--- src/rtl/fetch_unit_pkg.sv ---
// rtl/fetch_unit_pkg.sv - shared types and constants for the instruction fetch unit
package fetch_unit_pkg;

    typedef enum logic [1:0] {
        ST_REQ   = 2'd0,
        ST_VALID = 2'd1,
        ST_FLUSH = 2'd2,
        ST_FAULT = 2'd3
    } fetch_state_e;

    localparam logic [31:0] INSN_BYTES       = 32'd4;
    localparam logic [31:0] NOP_INSN         = 32'h0000_0013;
    localparam logic [31:0] DEFAULT_RESET_PC = 32'h0000_0000;

    function automatic logic is_aligned(input logic [1:0] i_low_bits);
        return i_low_bits == 2'b00;
    endfunction

endpackage

--- src/rtl/fetch_pc.sv ---
// rtl/fetch_pc.sv - program counter with increment/redirect select and target alignment check
module fetch_pc
    import fetch_unit_pkg::*;
#(
    parameter logic [31:0] RESET_PC = DEFAULT_RESET_PC
) (
    input  logic        i_clk,
    input  logic        i_rst_n,
    input  logic        i_inc,
    input  logic        i_redirect,
    input  logic [31:0] i_target,
    output logic [31:0] o_pc,
    output logic        o_misaligned
);

    logic [31:0] r_pc;
    logic        w_target_ok;

    assign w_target_ok  = is_aligned(i_target[1:0]);
    assign o_misaligned = i_redirect & ~w_target_ok;
    assign o_pc         = r_pc;

    // A misaligned target never reaches the PC; the fetch FSM parks in FAULT instead.
    always_ff @(posedge i_clk or negedge i_rst_n) begin
        if (!i_rst_n) begin
            r_pc <= RESET_PC;
        end else if (i_redirect && w_target_ok) begin
            r_pc <= i_target;
        end else if (i_inc) begin
            r_pc <= r_pc + INSN_BYTES;
        end
    end

endmodule

--- src/rtl/fetch_unit.sv ---
// rtl/fetch_unit.sv - single-outstanding instruction fetch FSM with redirect, flush and fault handling
module fetch_unit
    import fetch_unit_pkg::*;
#(
    parameter logic [31:0] RESET_PC = DEFAULT_RESET_PC
) (
    input  logic        iClk,
    input  logic        iRstN,
    output logic        oImemReq,
    output logic [31:0] oImemAddr,
    input  logic        iImemAck,
    input  logic [31:0] iImemData,
    input  logic        iStall,
    input  logic        iRedirect,
    input  logic [31:0] iRedirectPC,
    output logic [31:0] oIR,
    output logic [31:0] oPC,
    output logic        oValid,
    output logic        oFault
);

    fetch_state_e r_state, w_state_next;
    logic [31:0]  r_ir, r_opc, r_flush_addr;
    logic         r_valid, r_fault, r_fault_pend;

    logic [31:0]  w_pc;
    logic         w_misaligned, w_redir_ok;
    logic         w_pc_inc, w_capture, w_flush_capture;
    logic         w_valid_next, w_fault_next, w_fault_pend_next;

    fetch_pc #(.RESET_PC(RESET_PC)) u_pc (
        .i_clk        (iClk),
        .i_rst_n      (iRstN),
        .i_inc        (w_pc_inc),
        .i_redirect   (iRedirect),
        .i_target     (iRedirectPC),
        .o_pc         (w_pc),
        .o_misaligned (w_misaligned)
    );

    assign w_redir_ok = iRedirect & ~w_misaligned;

    always_comb begin
        w_state_next      = r_state;
        w_pc_inc          = 1'b0;
        w_capture         = 1'b0;
        w_flush_capture   = 1'b0;
        w_valid_next      = r_valid;
        w_fault_next      = r_fault;
        w_fault_pend_next = r_fault_pend;
        case (r_state)
            ST_REQ: begin
                if (w_misaligned) begin
                    w_fault_next = 1'b1;
                    w_valid_next = 1'b0;
                    if (iImemAck) begin
                        w_state_next = ST_FAULT;
                    end else begin
                        w_state_next      = ST_FLUSH;
                        w_fault_pend_next = 1'b1;
                        w_flush_capture   = 1'b1;
                    end
                end else if (w_redir_ok) begin
                    w_valid_next = 1'b0;
                    if (!iImemAck) begin
                        w_state_next      = ST_FLUSH;
                        w_fault_pend_next = 1'b0;
                        w_flush_capture   = 1'b1;
                    end
                end else if (iImemAck) begin
                    w_capture    = 1'b1;
                    w_pc_inc     = 1'b1;
                    w_valid_next = 1'b1;
                    w_state_next = ST_VALID;
                end
            end
            ST_VALID: begin
                if (w_misaligned) begin
                    w_fault_next = 1'b1;
                    w_valid_next = 1'b0;
                    w_state_next = ST_FAULT;
                end else if (w_redir_ok || !iStall) begin
                    w_valid_next = 1'b0;
                    w_state_next = ST_REQ;
                end
            end
            ST_FLUSH: begin
                // The newest redirect decides whether the flush ends in REQ or FAULT.
                if (w_misaligned) begin
                    w_fault_next      = 1'b1;
                    w_fault_pend_next = 1'b1;
                end else if (w_redir_ok) begin
                    w_fault_next      = 1'b0;
                    w_fault_pend_next = 1'b0;
                end
                if (iImemAck) begin
                    w_state_next = w_fault_pend_next ? ST_FAULT : ST_REQ;
                end
            end
            ST_FAULT: begin
                if (w_redir_ok) begin
                    w_fault_next = 1'b0;
                    w_state_next = ST_REQ;
                end
            end
            default: w_state_next = ST_REQ;
        endcase
    end

    always_ff @(posedge iClk or negedge iRstN) begin
        if (!iRstN) begin
            r_state      <= ST_REQ;
            r_ir         <= NOP_INSN;
            r_opc        <= RESET_PC;
            r_flush_addr <= RESET_PC;
            r_valid      <= 1'b0;
            r_fault      <= 1'b0;
            r_fault_pend <= 1'b0;
        end else begin
            r_state      <= w_state_next;
            r_valid      <= w_valid_next;
            r_fault      <= w_fault_next;
            r_fault_pend <= w_fault_pend_next;
            if (w_capture) begin
                r_ir  <= iImemData;
                r_opc <= w_pc;
            end
            if (w_flush_capture) begin
                r_flush_addr <= w_pc;
            end
        end
    end

    // Gating with reset keeps the request low while reset is held even though the state is REQ.
    assign oImemReq  = iRstN & ((r_state == ST_REQ) | (r_state == ST_FLUSH));
    assign oImemAddr = (r_state == ST_FLUSH) ? r_flush_addr : w_pc;
    assign oIR       = r_ir;
    assign oPC       = r_opc;
    assign oValid    = r_valid;
    assign oFault    = r_fault;

endmodule

--- config.mk ---
export PLATFORM = sky130hd
export DESIGN_NAME = fetch_unit
export DESIGN_NICKNAME = d
export VERILOG_FILES = /design/src/rtl/fetch_unit_pkg.sv /design/src/rtl/fetch_pc.sv /design/src/rtl/fetch_unit.sv
export SDC_FILE = /design/constraint.sdc
export NUM_CORES = 1
export LEC_CHECK = 0
export ABC_AREA = 1
export BUFFER_PORTS_ARGS = -buffer_cell sky130_fd_sc_hd__buf_2
export CORE_AREA = 4 4 114 116
export CTS_CLUSTER_SIZE = 16
export DETAILED_ROUTE_END_ITERATION = 7
export DIE_AREA = 0 0 118 120
export HOLD_SLACK_MARGIN = 0.1
export PLACE_DENSITY = 0.79
export SLEW_MARGIN = 10
export SYNTH_ARGS = -nofsm -noshare
export SYNTH_HDL_FRONTEND = slang
export SYNTH_SLANG_ARGS = --single-unit
--- constraint.sdc ---
create_clock -name iClk -period 2.2 [get_ports iClk]
set_clock_uncertainty 0.15 [all_clocks]
set_input_delay 0.22 -clock iClk [delete_from_list [all_inputs] [get_ports iClk]]
set_output_delay 0.22 -clock iClk [all_outputs]
set_load 0.01 [all_outputs]
==> results of run 1 <==
==> cell usage in the layout (no fill, tap or decap), types with 2 or more instances in the layout <==
master         count
buf_6              4
xor2_1             2
buf_4             13
nor2_1            60
nand3_1           32
clkinv_2           2
clkbuf_8           2
nand4_1            5
a31oi_1            2
o211ai_1           8
clkinv_4           2
o21ai_1            4
inv_2              3
dfrtp_1          129
o22ai_1            4
buf_12             3
dlygate4sd3_1     65
bufinv_16          4
o21ai_0          112
o21bai_1           3
clkinvlp_4         4
nand2_1          333
nand2_2            2
nor2_4             4
buf_2            166
dfstp_2            3
clkbuf_16         20
inv_1             47
a21oi_1            3
and2_1             2
==> where the power goes <==
group / internal, µW / switching [µW] / leakage [µW]
logic: 1720 / 2540 / 0.00243
clock network: 1960 / 1070 / 0.000298
registers: 3480 / 711 / 0.00168
total: 7160 / 4320 / 0.00441
==> Yosys cell counts (2+ instances only) <==
cell / number / area share, %
nand3_1: 32 / 2.6
nand4_1: 5 / 0.50
o21ai_1: 4 / 0.32
dfstp_2: 3 / 1.3
and2_1: 2 / 0.20
xor2_1: 2 / 0.28
buf_1: 2 / 0.12
nor2_1: 60 / 3.6
nor2_2: 2 / 0.20
o21bai_1: 3 / 0.36
a21oi_1: 3 / 0.24
o22ai_1: 4 / 0.40
inv_2: 3 / 0.18
a31oi_1: 2 / 0.20
buf_4: 7 / 0.84
buf_2: 16 / 1.3
nor2_4: 3 / 0.54
o211ai_1: 8 / 0.96
clkbuf_1: 10 / 0.60
o21ai_0: 112 / 9.0
nand2_1: 334 / 20
inv_1: 47 / 2.8
dfrtp_1: 130 / 52
==> routing by layer <==
| layer | vias to the layer above | wire length [µm] |
|---|---|---|
| met5 | - | 0 |
| met4 | 0 | 509 |
| met3 | 47 | 1620 |
| met2 | 308 | 8510 |
| met1 | 2937 | 8220 |
| li1 | 3037 | - |
==> worst max-delay path by stage <==
| stage | from | end | slack [ns] | depth (start not counted) |
|---|---|---|---|---|
| 3_3_place_gp | r_state[1] | u_pc.o_pc[12] | 0.46 | 8 |
| 3_5_place_dp | u_pc.o_pc[2] | u_pc.o_pc[28] | 0.40 | 8 |
| 4_1_cts | r_state[1] | oImemAddr[4] | 0.03 | 6 |
| 5_1_grt | r_state[0] | oImemAddr[23] | -0.01 | 7 |
| 6_report | r_state[0] | oImemAddr[23] | 0.04 | 7 |
| 2_1_floorplan | u_pc.o_pc[2] | u_pc.o_pc[28] | 0.62 | 8 |
==> what timing repair did <==
action / in CTS / in global routing
hold buffers: 65 / 0
setup endpoints to repair: 0 / 32
endpoints found under the hold margin: 194 / 0
gates resized for setup: 0 / 2
buffers inserted: 0 / 5
==> flip-flops by register name, summed over array words and instances (netlist names) <==
| register | flops |
|---|---|
| oIR | 32 |
| oFault | 1 |
| oValid | 1 |
| oPC | 32 |
| r_flush_addr | 32 |
| u_pc.o_pc | 32 |
| r_fault_pend | 1 |
| r_state | 2 |
==> metrics by stage <==
| stage | setup TNS, ns | cells | util (%) | power (µW) |
|---|---|---|---|---|
| global route | -0.0302 | 1202 | 72.7 | 12200 |
| CTS | 0 | 1192 | 71.4 | 11100 |
| floorplan | 0 | 805 | - | 6390 |
| global placement | 0 | 1095 | 60.6 | 7810 |
| detailed placement | 0 | 1095 | 60.6 | 7920 |
| finish | 0 | 1202 | 72.7 | 11500 |
==> layout make-up <==
| class | count | area, µm² |
|---|---|---|
| Tap cell | 147 | 184 |
| Inverter | 51 | 191 |
| Timing Repair Buffer | 254 | 1760 |
| Clock buffer | 20 | 457 |
| Clock inverter | 12 | 178 |
| Sequential cell | 133 | 3330 |
| Multi-Input combinational cell | 585 | 2550 |
| Fill cell | 894 | 3260 |
==> cell families (layout without fill, tap and decap cells) <==
| logic type | Yosys count | in the layout | share of synthesized area [%] |
|---|---|---|---|
| simple gates | 443 | 443 | 28.4 |
| flops | 133 | 133 | 53.2 |
| buf+inv | 87 | 337 | 6.08 |
| compound gates | 139 | 139 | 11.8 |
| fa+ha+maj | 1 | 1 | 0.200 |
| xor+xnor | 2 | 2 | 0.280 |
==> flow_summary_export.csv, run 1 <==
group,metric,value,unit
outcome,status,"completed",
sta,setup_viol,0,
yosys,async_flop_share,100,%
critical_path,critical_path_class,"reg -> out",
yosys,synthCells,805,
placement,gp_congestion,0.938,
drt,vias,6329,
min_path,hold_path_class,"in -> async",
sta,drv_slew,0,
power_and_ir_drop,peakVddDrop,0.761,mV
grt,antenna_found_initial,0,
clock_tree,path_clk_slew,0.06,ns
placement,pre_cts_slack,0.397,ns
cells_and_area,post-route-cell-area,0.00865,mm²
critical_path,cp_cell_sequence,"buf_6 > nor2_4 > buf_12 > clkbuf_16 > nand2_1 > o21ai_0 > buf_2",
critical_path,path_max_fanout,8,
clock_tree,cts_tree,"done",
sta,finalCritPeriodShare,98.3,%
placement,hpwl,11500,µm
critical_path,cp-end-kind,"primary output",
sta,period_needed,2.16,ns
grt,gr-usage-met1,34.3,%
drt,avgViaCountPerCell,5.27,
clock_tree,root_buffer,"clkbuf_16",
sta,max_freq,0.462,GHz
sta,hold_ws,0.0973,ns
critical_path,r2r_slack,0.30,ns
drt,drtAntennaViolNets,0,
cells_and_area,n_antenna_cell,0,
cells_and_area,area_growth,38.3,%
yosys,ys_seq_elements,133,
yosys,synth_fp_nets,875,
yosys,synth_flop_cell,"dfrtp_1",
sta,hold_viol,0,
critical_path,critical_path.top_delay_family,"buffers and inverters",
sta,setup_ws,0.0373,ns
drt,drt_wl_total,18900,µm
critical_path,arrival,1.79,ns
power_and_ir_drop,powerDensity,1330,mW/mm²
drt,wl_per_cell,15.7,µm
grt,grt-busiest-layer,"met2",
yosys,netlist-cell-type-count,34,
floorplan,core.rowCount,40,
cells_and_area,drive_above_1_share,22.4,%
clock_tree,clock_sinks,133,
drt,dr.first_iter.drc_count,612,
yosys,synth_edf_count,0,
yosys,yosysSeqAreaShare,53.2,%
critical_path,r2r-end,"oValid",
floorplan,dieArea,0.0142,mm²
floorplan,core,0.0119,mm²
drt,drc_errors,0,
critical_path,cp.required,1.83,ns
floorplan,die_h,120,µm
critical_path,cp.buffers_inverters,4,
clock_tree,cts-buffers-inserted,17,
grt,grt.met2_usage,39.7,%
grt,grt_remaining_overflow,0,
clock_tree,clk_path_buf_depth,2,
clock_tree,cts_max_level,4,
yosys,syn_avg_cell_area,7.77,µm²
grt,met3_usage,7.87,%
critical_path,worstRegToRegCells,7,
critical_path,r2r_start,"r_state[0]",
clock_tree,worstSkewPairLatency,0.42,ns
grt,grt_pass1_wl,29500,µm
drt,drtPass1Iterations,5,
yosys,netlist_area,0.00626,mm²
grt,grt_pass1_vias,6057,
floorplan,fp.dieW,118,µm
sta,tightest_slew,0.530,ns
grt,grt_max_degree,73,
flow_run,cap_violations,0,
yosys,ys_warn_count,0,
cells_and_area,final_nets,1112,
sta,slew_headroom,64.7,%
critical_path,critPathMaxStageDelay,0.42,ns
floorplan,initial_core_util,52.5,%
floorplan,io_pins,168,
placement,post_dp_cell_area,0.00722,mm²
power_and_ir_drop,p_leak,0.00441,µW
critical_path,slowest_stage,"dfrtp_1",
placement,portBuffers,167,
critical_path,critPathLaunchType,"flop",
grt,grt_usage,25.7,%
No activity file was read; power rests on OpenSTA's default activity.
==> inputs of run 2 (changes only) <==
CTS_CLUSTER_SIZE = default   (was 16)
clock period = 2.35 ns   (was 2.2 ns; I/O delays follow)
==> run 2 against run 1 <==
Global-route usage rose by 0.32 points. First-iteration DRC count fell by 14%. Sequential share of layout area rose by 0.94 points. Total power fell by 12%. Clock power fell by 16%. Utilization fell by 1.8 points. Final area fell by 2.4%. Via count fell by 2.4%. Non-clock buffer count fell by 11. Critical endpoint is now oImemAddr[20]. Highest routed layer unchanged.
==> flow_summary_export.csv, run 2 (synthesis gave the netlist of run 1 again) <==
group,metric,value,unit
sta,finalCritPeriodShare,94.6,%
min_path,hold_path_depth,4,
floorplan,fp.dieW,118,µm
floorplan,dieArea,0.0142,mm²
critical_path,worstRegToRegCells,6,
clock_tree,cts-resized-gates,0,
critical_path,r2r_slack,0.50,ns
cells_and_area,drive_above_1_share,20.8,%
critical_path,path_max_fanout,64,
sta,hold_viol,0,
cells_and_area,final_cell_mix,"333 x nand2_1, 166 x buf_2, 130 x dfrtp_1, 112 x o21ai_0, 67 x dlygate4sd3_1",
min_path,hold_path_class,"in -> reg",
sta,drv_slew,0,
sta,rsz0062_at_grt,"false",
cells_and_area,area_growth,35.0,%
clock_tree,cts_max_level,4,
cells_and_area,n_antenna_cell,0,
power_and_ir_drop,p_sw,3810,µW
drt,drt_wl_total,17900,µm
floorplan,initial_core_util,52.5,%
clock_tree,clk_path_buf_depth,2,
clock_tree,cts-buffers-inserted,17,
critical_path,arrival,1.84,ns
sta,period_needed,2.22,ns
critical_path,r2r-end,"oValid",
critical_path,cp.required,1.97,ns
sta,slew_headroom,54.5,%
power_and_ir_drop,combPwrFrac,35.9,%
clock_tree,cts_tree,"done",
power_and_ir_drop,p_leak,0.00432,µW
drt,drc_errors,0,
drt,avgViaCountPerCell,5.19,
drt,wl_per_cell,15.0,µm
min_path,hp-start,"iRedirect",
power_and_ir_drop,powerDensity,1190,mW/mm²
power_and_ir_drop,p_total,10100,µW
placement,portBuffers,167,
critical_path,r2r_start,"r_state[0]",
power_and_ir_drop,p_int,6280,µW
drt,vias,6179,
clock_tree,path_clk_slew,0.05,ns
grt,grt_usage,26.1,%
sta,max_freq,0.450,GHz
floorplan,io_pins,168,
floorplan,die_h,120,µm
outcome,status,"completed",
cells_and_area,layout_commonest_cell,"nand2_1",
clock_tree,clock_sinks,133,
sta,setup_viol,0,
flow_run,cap_violations,0,
power_and_ir_drop,switching_share,37.7,%
grt,grt_pass1_vias,6093,
grt,grt_max_degree,97,
sta,tightest_slew,0.680,ns
power_and_ir_drop,clkPwrFrac,25.1,%
placement,hpwl,11600,µm
drt,drtPass1Iterations,5,
floorplan,core,0.0119,mm²
placement,gp_congestion,0.937,
clock_tree,root_buffer,"clkbuf_16",
critical_path,critPathLaunchType,"flop",
grt,grt_pass1_wl,29600,µm
critical_path,critical_path_class,"reg -> out",
cells_and_area,final_nets,1101,
power_and_ir_drop,seqPwrFrac,39.0,%
clock_tree,worstSkewPairLatency,0.42,ns
sta,finalSetupTns,0,ns
critical_path,cp-end-kind,"primary output",
grt,antenna_found_initial,0,
grt,grt_remaining_overflow,0,
drt,dr.first_iter.drc_count,529,
floorplan,core.rowCount,40,
power_and_ir_drop,peakVddDrop,0.677,mV
drt,drtAntennaViolNets,0,
min_path,hold_path_end,"oFault",
==> run 2: through the flow <==
| step | cell area [µm²] | hold slack [ns] | utilization [%] | worst slack [ns] | std cells |
|---|---|---|---|---|---|
| after floorplan | 6260 | -0.211 | - | 0.766 | 805 |
| after detailed placement | 7210 | -0.0715 | 60.5 | 0.518 | 1092 |
| after global routing | 8440 | 0.209 | 70.9 | 0.0136 | 1190 |
| after global placement | 7210 | -0.0724 | 60.5 | 0.576 | 1092 |
| after CTS | 8440 | 0.157 | 70.9 | 0.139 | 1190 |
| final | 8440 | 0.168 | 70.9 | 0.128 | 1190 |
==> run 2: cell type report <==
class | instances | area, µm²
Clock buffer | 28 | 527
Clock inverter | 3 | 40.0
Fill cell | 915 | 3470
Inverter | 51 | 191
Multi-Input combinational cell | 585 | 2550
Sequential cell | 133 | 3330
Tap cell | 147 | 184
Timing Repair Buffer | 243 | 1620
==> run 2: layer usage <==
metal	up-vias	global-route usage [%]	wire, µm
li1	3012	-	-
met1	2860	34.3	7750
met2	263	39.7	8010
met3	44	8.15	1580
met4	0	11.9	560
met5	-	0	0
==> run 2: power by group through the flow <==
stage	clock network [µW]	logic, µW	registers [µW]
final	2540	3620	3930
after CTS	2570	3600	3910
after detailed placement	0	3510	3900
after global routing	2670	4100	4060
after global placement	0	3410	3910
after floorplan	0	1940	4040
==> run 2: worst max-delay path by stage <==
stage	slack [ns]	endpoint	from	depth (start not counted)
6_report	0.13	oImemAddr[20]	r_state[1]	6
2_1_floorplan	0.77	oImemAddr[0]	r_state[1]	5
5_1_grt	0.01	oImemAddr[20]	r_state[1]	6
3_3_place_gp	0.58	u_pc.o_pc[12]	r_state[0]	8
3_5_place_dp	0.52	u_pc.o_pc[12]	r_state[0]	8
4_1_cts	0.14	oImemAddr[20]	r_state[1]	6
==> run 2: critical path: stages, from the launching register on <==
cell	delay [ns]
dfrtp_1	0.51
inv_2	0.12
nor2_4	0.15
buf_12	0.24
nand2_1	0.08
o21ai_0	0.11
buf_2	0.17
==> run 2: what timing repair did <==
item / 4_1_cts / 5_1_grt
hold buffers: 67 / 0
endpoints found under the hold margin: 195 / 0
buffers inserted: 0 / 0
==> inputs of run 3 (changes only) <==
BUFFER_PORTS_ARGS = default   (was -buffer_cell sky130_fd_sc_hd__buf_2)
CORE_AREA = 4 4 123 125   (was 4 4 114 116)
DIE_AREA = 0 0 127 129   (was 0 0 118 120)
DONT_BUFFER_PORTS = 1   (was default)
PLACE_DENSITY = default   (was 0.79)
==> run 3 against run 2 <==
The flow now finishes with violations (hold timing). Maximum frequency fell by 0.24%. Critical path depth did not move. Worst setup slack got worse by 0.0054 ns. Utilization fell by 16 points. Total power fell by 8.7%. Non-clock buffer count fell by 161. Final area fell by 9.7%. Die area rose by 16%. Sequential power rose by 9.2%. Routed wire length fell by 4.6%. Clock-buffer cell count fell by 1.
==> flow_summary_export.csv, run 3 (synthesis gave the netlist of run 1 again) <==
group,metric,value,unit
outcome,status,"finished, violations left",
outcome,violations,"hold timing",
sta,hold_ws,-0.628,ns
clock_tree,path_clk_slew,0.06,ns
sta,max_freq,0.449,GHz
sta,drv_slew,0,
drt,drtAntennaViolNets,0,
sta,period_needed,2.23,ns
clock_tree,cts_tree,"done",
critical_path,path_max_fanout,44,
sta,hold_viol,133,
grt,grt_pass1_vias,5561,
grt,antenna_found_initial,0,
drt,drc_errors,0,
flow_run,cap_violations,0,
placement,portBuffers,0,
drt,wl_per_cell,16.1,µm
floorplan,core.rowCount,43,
placement,hpwl,11600,µm
drt,drtPass1Iterations,6,
critical_path,r2r_slack,0.12,ns
sta,finalSetupTns,0,ns
sta,finalCritPeriodShare,94.8,%
power_and_ir_drop,p_total,9210,µW
drt,drt_wl_total,17100,µm
clock_tree,cts-buffers-inserted,17,
clock_tree,cts_max_level,4,
critical_path,cp-end-kind,"flop",
drt,avgViaCountPerCell,5.22,
sta,tightest_slew,0.569,ns
cells_and_area,final_cell_mix,"333 x nand2_1, 130 x dfrtp_1, 112 x o21ai_0, 69 x dlygate4sd3_1, 59 x nor2_1",
placement,gp_congestion,0.858,
clock_tree,clock_sinks,133,
floorplan,fp.dieW,127,µm
power_and_ir_drop,p_leak,0.00358,µW
grt,grt_remaining_overflow,0,
clock_tree,root_buffer,"clkbuf_16",
cells_and_area,final_nets,940,
floorplan,core,0.0139,mm²
sta,setup_viol,0,
clock_tree,cts_hold_buf,69,
critical_path,r2r-end,"u_pc.o_pc[4]",
grt,grt_max_degree,135,
cells_and_area,drive_above_1_share,6.12,%
critical_path,critPathLaunchType,"flop",
cells_and_area,n_antenna_cell,0,
floorplan,dieArea,0.0164,mm²
drt,dr.first_iter.drc_count,421,
critical_path,worstRegToRegCells,6,
grt,grt_pass1_wl,28200,µm
cells_and_area,area_growth,21.9,%
grt,grt_usage,21.6,%
power_and_ir_drop,peakVddDrop,0.583,mV
critical_path,arrival,2.43,ns
critical_path,critical_path_class,"reg -> reg",
critical_path,r2r_start,"r_state[0]",
power_and_ir_drop,powerDensity,1210,mW/mm²
floorplan,die_h,129,µm
floorplan,initial_core_util,45.1,%
floorplan,io_pins,168,
min_path,hold_path_class,"in -> async",
sta,rsz0062_at_grt,"false",
critical_path,cp.required,2.55,ns
drt,vias,5552,
cells_and_area,layout_commonest_cell,"nand2_1",
clock_tree,clk_path_buf_depth,2,
clock_tree,worstSkewPairLatency,0.41,ns
sta,slew_headroom,61.7,%
[run 3: changes by cell type in the layout (fill, tap and decap cells not counted), sizes merged]
cell and delta:
clkinv +2, dlygate4sd3 +2, bufinv -1, buf -163, clkbuf -1, clkinvlp +1
[run 3: where the power goes]
| part | internal, µW | switching, µW | leakage [µW] |
|---|---|---|---|
| combinational | 917 | 1640 | 0.00165 |
| clock | 1430 | 934 | 0.000255 |
| sequential | 3260 | 1030 | 0.00168 |
| total | 5600 | 3600 | 0.00358 |
[run 3: final cells by class]
type,count,area (µm²)
sequential,133,3330
clock inverter,5,27.5
tap,180,225
clock buffer,27,493
multi-input combinational,585,2550
timing repair buffer,82,801
inverter,51,191
fill,1318,6260
[run 3: routing by layer]
metal / track usage (%) / share of wire [%]
met1: 28.6 / 44
met2: 34.2 / 46
met3: 7.35 / 9.2
met4: 6.31 / 1.1
met5: 0 / 0
[run 3: critical path, stage by stage (launching register included)]
cell	delay (ns)
dfrtp_1	0.60
nor2_4	0.08
nand3_4	0.09
buf_4	0.40
o22ai_1	0.12
a31oi_1	0.15
dlygate4sd3_1	0.56
[run 3: what timing repair did]
item	CTS	global route
gates resized for setup	0	1
setup buffers	0	4
setup endpoints to repair	0	28
hold endpoints to repair	201	133
[run 3: per-stage QoR]
step	utilization, %	setup slack [ns]	hold WS, ns	area [µm²]	std cells
4_1_cts	54.7	0.0270	-0.648	7590	1059
5_1_grt	54.9	0.0202	-0.651	7620	1063
3_3_place_gp	46.0	0.541	-0.205	6380	958
6_report	54.9	0.122	-0.628	7620	1063
2_1_floorplan	-	0.766	-0.211	6260	805
3_5_place_dp	46.0	0.482	-0.205	6380	958
[run 3: how the worst max path moves through the flow]
stage,from,end,slack (ns),cells past startpoint
after floorplan,r_state[1],oImemAddr[0],0.77,5
after global placement,r_state[1],oImemAddr[10],0.54,5
after detailed placement,r_state[1],oImemAddr[10],0.48,5
after CTS,r_state[1],oImemAddr[10],0.03,5
after global routing,r_state[1],oImemAddr[17],0.02,5
final,r_state[0],u_pc.o_pc[4],0.12,6
